### config.mk
export PLATFORM = sky130hd
export DESIGN_NAME = kernel_rotator
export DESIGN_NICKNAME = d
export VERILOG_FILES = /design/src/rtl/kernel_rotator.sv
export SDC_FILE = /design/constraint.sdc
export NUM_CORES = 2
export LEC_CHECK = 0
export CORE_ASPECT_RATIO = 0.75
export CORE_UTILIZATION = 45
export DETAILED_ROUTE_END_ITERATION = 7
export GPL_TIMING_DRIVEN = 1
export PLACE_DENSITY = 0.65
export RECOVER_POWER = 25
export SYNTH_ARGS = -nofsm -noshare
export SYNTH_HDL_FRONTEND = slang
export SYNTH_SLANG_ARGS = --single-unit
### constraint.sdc
create_clock -name clk -period 10.1 [get_ports clk]
set_clock_uncertainty 0.1 [all_clocks]
set_input_delay 2.02 -clock clk [delete_from_list [all_inputs] [get_ports clk]]
set_output_delay 2.02 -clock clk [all_outputs]
set_load 0.01 [all_outputs]
### src/rtl/kernel_rotator.sv
// kernel_rotator: buffers one SIZE x SIZE matrix, then streams it
// back out rotated by 0/90/180/270 degrees clockwise.
module kernel_rotator #(
  parameter int SIZE  = 7,
  parameter int WIDTH = 32
) (
  input  logic             clk,
  input  logic             reset,
  input  logic             en,
  input  logic [1:0]       mode,
  input  logic             in_valid,
  input  logic [WIDTH-1:0] in_data,
  output logic             in_ready,
  output logic             out_valid,
  output logic [WIDTH-1:0] out_data,
  input  logic             out_ready,
  output logic             out_last,
  output logic             busy,
  output logic             done
);

  localparam int CW = $clog2(SIZE);
  localparam int NE = SIZE * SIZE;
  localparam int IW = $clog2(NE);
  localparam logic [CW-1:0] LAST = CW'(SIZE - 1);

  typedef enum logic {
    LOAD,
    DRAIN
  } state_t;

  state_t           state;
  logic [CW-1:0]    row;
  logic [CW-1:0]    col;
  logic [1:0]       mode_q;
  logic             armed;
  logic [WIDTH-1:0] mem [NE];

  logic          acc;
  logic          fire;
  logic          at_end;
  logic [CW-1:0] sr;
  logic [CW-1:0] sc;
  logic [IW-1:0] widx;
  logic [IW-1:0] ridx;

  assign in_ready  = en & armed & (state == LOAD);
  assign out_valid = en & (state == DRAIN);
  assign acc       = in_valid & in_ready;
  assign fire      = out_valid & out_ready;
  assign at_end    = (row == LAST) && (col == LAST);
  assign out_last  = out_valid & at_end;
  assign busy      = (state == DRAIN) | (row != '0) | (col != '0);

  assign widx = IW'(row) * IW'(SIZE) + IW'(col);
  assign ridx = IW'(sr) * IW'(SIZE) + IW'(sc);

  assign out_data = out_valid ? mem[ridx] : '0;

  // Map the output position to its source element for the latched mode
  always_comb begin
    sr = row;
    sc = col;
    unique case (mode_q)
      2'd1: begin
        sr = LAST - col;
        sc = row;
      end
      2'd2: begin
        sr = LAST - row;
        sc = LAST - col;
      end
      2'd3: begin
        sr = col;
        sc = LAST - row;
      end
      default: begin
        sr = row;
        sc = col;
      end
    endcase
  end

  // Load/drain sequencing, shared row/col walk, mode latch, done pulse
  always_ff @(posedge clk or negedge reset) begin
    if (!reset) begin
      state  <= LOAD;
      row    <= '0;
      col    <= '0;
      mode_q <= 2'd0;
      armed  <= 1'b0;
      done   <= 1'b0;
    end else begin
      armed <= 1'b1;
      done  <= 1'b0;
      if (acc || fire) begin
        if (col == LAST) begin
          col <= '0;
          row <= (row == LAST) ? '0 : row + CW'(1);
        end else begin
          col <= col + CW'(1);
        end
      end
      if (acc) begin
        if (row == '0 && col == '0)
          mode_q <= mode;
        if (at_end)
          state <= DRAIN;
      end
      if (fire && at_end) begin
        state <= LOAD;
        done  <= 1'b1;
      end
    end
  end

  // Matrix storage, written in row-major order during load
  always_ff @(posedge clk or negedge reset) begin
    if (!reset) begin
      for (int i = 0; i < NE; i++)
        mem[i] <= '0;
    end else if (acc) begin
      mem[widx] <= in_data;
    end
  end

endmodule

==> impl_metrics.json <==
{
  "hold_buffers": 0,
  "ys_seq_elements": 1579,
  "gp_congestion": 0.8101,
  "grt_max_degree": 183,
  "ant_nets": 0,
  "via_per_inst": 6.138,
  "post-synth-top-area-cell": "dfrtp_1",
  "rsz0062_at_grt": "no",
  "area_growth_pct": 11.39,
  "route.met3.wl_um": 11800,
  "synth_fp_nets": 4724,
  "grt_pass1_wl_um": 301700,
  "end_kind": "primary output",
  "cts_buffer_depth": 3,
  "drv_cap": 3,
  "synthTopCellsByArea": "dfrtp_1, mux2_2, mux4_2",
  "io_pins": 76,
  "finalSetupViolCount": 0,
  "avgSynthCellArea_sq_um": 15.73,
  "antenna_found_initial": 7,
  "fin_tns_setup_ns": 0,
  "die_w_um": 467.7,
  "wl_met1_um": 92880,
  "core_sq_mm": 0.1607,
  "num_vias": 41750,
  "cp_common_cell": "inv_1",
  "synth_edf_count": 0,
  "cp-start-kind": "flip-flop",
  "crit_required_ns": 7.98,
  "post_cts_buffers": 0,
  "r2r_slack_ns": 4.64,
  "fmax_ghz": 0.1017,
  "wirelength_um": 199700,
  "period_needed_ns": 9.833,
  "worstPathMaxFanout": 41,
  "cts_sinks": 1579,
  "cts_root_buffer": "clkbuf_16",
  "ys_seq_area_share_pct": 53.99,
  "synthFlopType": "dfrtp_1",
  "nFillCells": 13110,
  "fp.dieH_um": 351.3,
  "yosysWarnings": 0,
  "synth_cells": 4652,
  "violations": "max-capacitance violations, max-slew violations",
  "final_net_count": 4617,
  "hold_viol": 0,
  "dp_hpwl_um": 115300,
  "post_cts_resized": 0,
  "ys_async_sr_fraction_pct": 100.0,
  "cp_slowest_cell": "fa_4",
  "finalCritPeriodShare_pct": 97.35,
  "synth_top_area_share_pct": 53.99,
  "dr.pass1.iters": 5,
  "wl_met2_um": 89370,
  "slowest_delay_ns": 1.39,
  "setup.worst_path.class": "reg -> out",
  "cts_buffers": 160,
  "final-max-slew-violation-count": 343,
  "htree_levels": 4,
  "synth_cell_types": 52,
  "rows": 127,
  "initial_core_util_pct": 45.56,
  "wl_per_cell_um": 29.35,
  "dieArea_sq_mm": 0.1643,
  "grt-ovfl-total": 0,
  "worstPathArrival_ns": 7.71,
  "path_clk_slew_ns": 0.06,
  "gr-usage-all-layers_pct": 24.93,
  "drc": 0,
  "syn-cell-area_sq_mm": 0.07319,
  "min_path_type": "reg -> reg",
  "clk_latency_ns": 0.81,
  "drive_gt1_share_pct": 50.41,
  "worst_slew_pin_slew_ns": 7.201,
  "portBuffers": 75,
  "routed.top_layer": "met4",
  "final_cell_mix": "dfrtp_1, mux2_2, mux4_2, clkbuf_16, mux2i_1",
  "tritoncts": "done",
  "crit_chain": "inv_1, ha_1, inv_1, mux4_2, fa_1, inv_1, fa_1, inv_1, fa_4, nor2b_4, buf_4, a221oi_1, a21oi_1, nor4_1, a2111o_1, clkdlybuf4s50_1",
  "slew_headroom_pct": -380.1,
  "grt_pass1_vias": 43170,
  "layout_commonest_cell": "dfrtp_1",
  "outcome": "finished with violations",
  "drt_iter0_drc": 3284
}
-- per-stage QoR --
stage | utilization (%) | cell area [sq um] | hold WS [ns] | std cells | worst slack, ns
finish | 50.75 | 81530 | 0.3824 | 6802 | 0.2672
detailed placement | 47.37 | 76110 | 0.3697 | 6511 | 1.146
global placement | 47.37 | 76110 | 0.3617 | 6511 | 1.280
CTS | 50.78 | 81570 | 0.3831 | 6798 | 0.2545
floorplan | - | 73190 | 0.3524 | 4652 | 3.107
global route | 50.75 | 81520 | 0.3959 | 6799 | 0.04534
-- worst paths after layout --
check                                        end  cells past startpoint             startpoint
min in group asynchronous   mem[860]$_DFFE_PN0P_                      1                  reset
hold reg to reg            mem[1458]$_DFFE_PN0P_                      1  mem[1458]$_DFFE_PN0P_
setup / recovery                    out_data[10]                     16     row[0]$_DFFE_PN0P_
max in group asynchronous  mem[1061]$_DFFE_PN0P_                      3                  reset
setup reg to reg           mem[1020]$_DFFE_PN0P_                     10     row[2]$_DFFE_PN0P_
hold / removal             mem[1458]$_DFFE_PN0P_                      1  mem[1458]$_DFFE_PN0P_
-- cell families (layout without fill, tap and decap cells) --
family | count (synthesis) | after routing | share of synthesized area [%]
adders and majority gates | 33 | 33 | 0.6462
DFF | 1579 | 1579 | 53.99
and+or+nand+nor | 278 | 278 | 2.492
other | 1 | 5 | 0.005124
muxes | 2087 | 2087 | 37.83
xor gates and xnor gates | 11 | 11 | 0.1316
AOI/OAI and AO/OA | 166 | 166 | 1.822
buffers and inverters | 497 | 515 | 3.082
-- synthesized netlist by cell type, drive strengths merged (2+ instances only) --
cell type	number
a2111o	32
a2111oi	2
a21o	4
a21oi	40
a221oi	68
a22oi	2
and2	4
and3	5
buf	221
clkbuf	258
dfrtp	1579
fa	8
ha	25
inv	18
mux2	1570
mux2i	137
mux4	380
nand2	16
nand2b	40
nand3	28
nor2	16
nor2b	7
nor3	55
nor3b	3
nor4	33
nor4b	62
o21ai	11
or3	2
xnor2	8
xor2	3
-- layout make-up --
type / instances / area (sq um) / area share, %
multi-input combinational: 2576 / 31850 / 39.07
inverter: 18 / 67.56 / 0.08287
tap: 2128 / 2663 / 3.266
timing repair buffer: 210 / 1959 / 2.403
antenna: 4 / 10.01 / 0.01228
clock inverter: 44 / 685.7 / 0.8410
clock buffer: 243 / 4778 / 5.861
sequential: 1579 / 39510 / 48.46
-- state kept, by name, indices dropped and copies added, names as in the netlist --
| name | count |
|---|---|
| armed | 1 |
| col | 3 |
| done | 1 |
| mem | 1568 |
| mode_q | 2 |
| row | 3 |
| state | 1 |
-- metal layers --
metal / GRT usage (%) / up-vias
li1: - / 17240
met1: 37.19 / 23130
met2: 37.04 / 1102
met3: 4.697 / 277
met4: 7.257 / 0
met5: 0 / -
-- worst max-delay path: cells and delay by family, from the launching register on --
kind            cells  cell delay (ns)
simple gates        2             1.03
buf+inv             6             1.28
fa+ha+maj           4             2.77
compound gates      3             0.74
flops               1             0.48
mux                 1             0.55
Power is left out: the tool's default activity adds up to more than one toggle a clock period on the data nets, which glitch-free logic cannot reach.
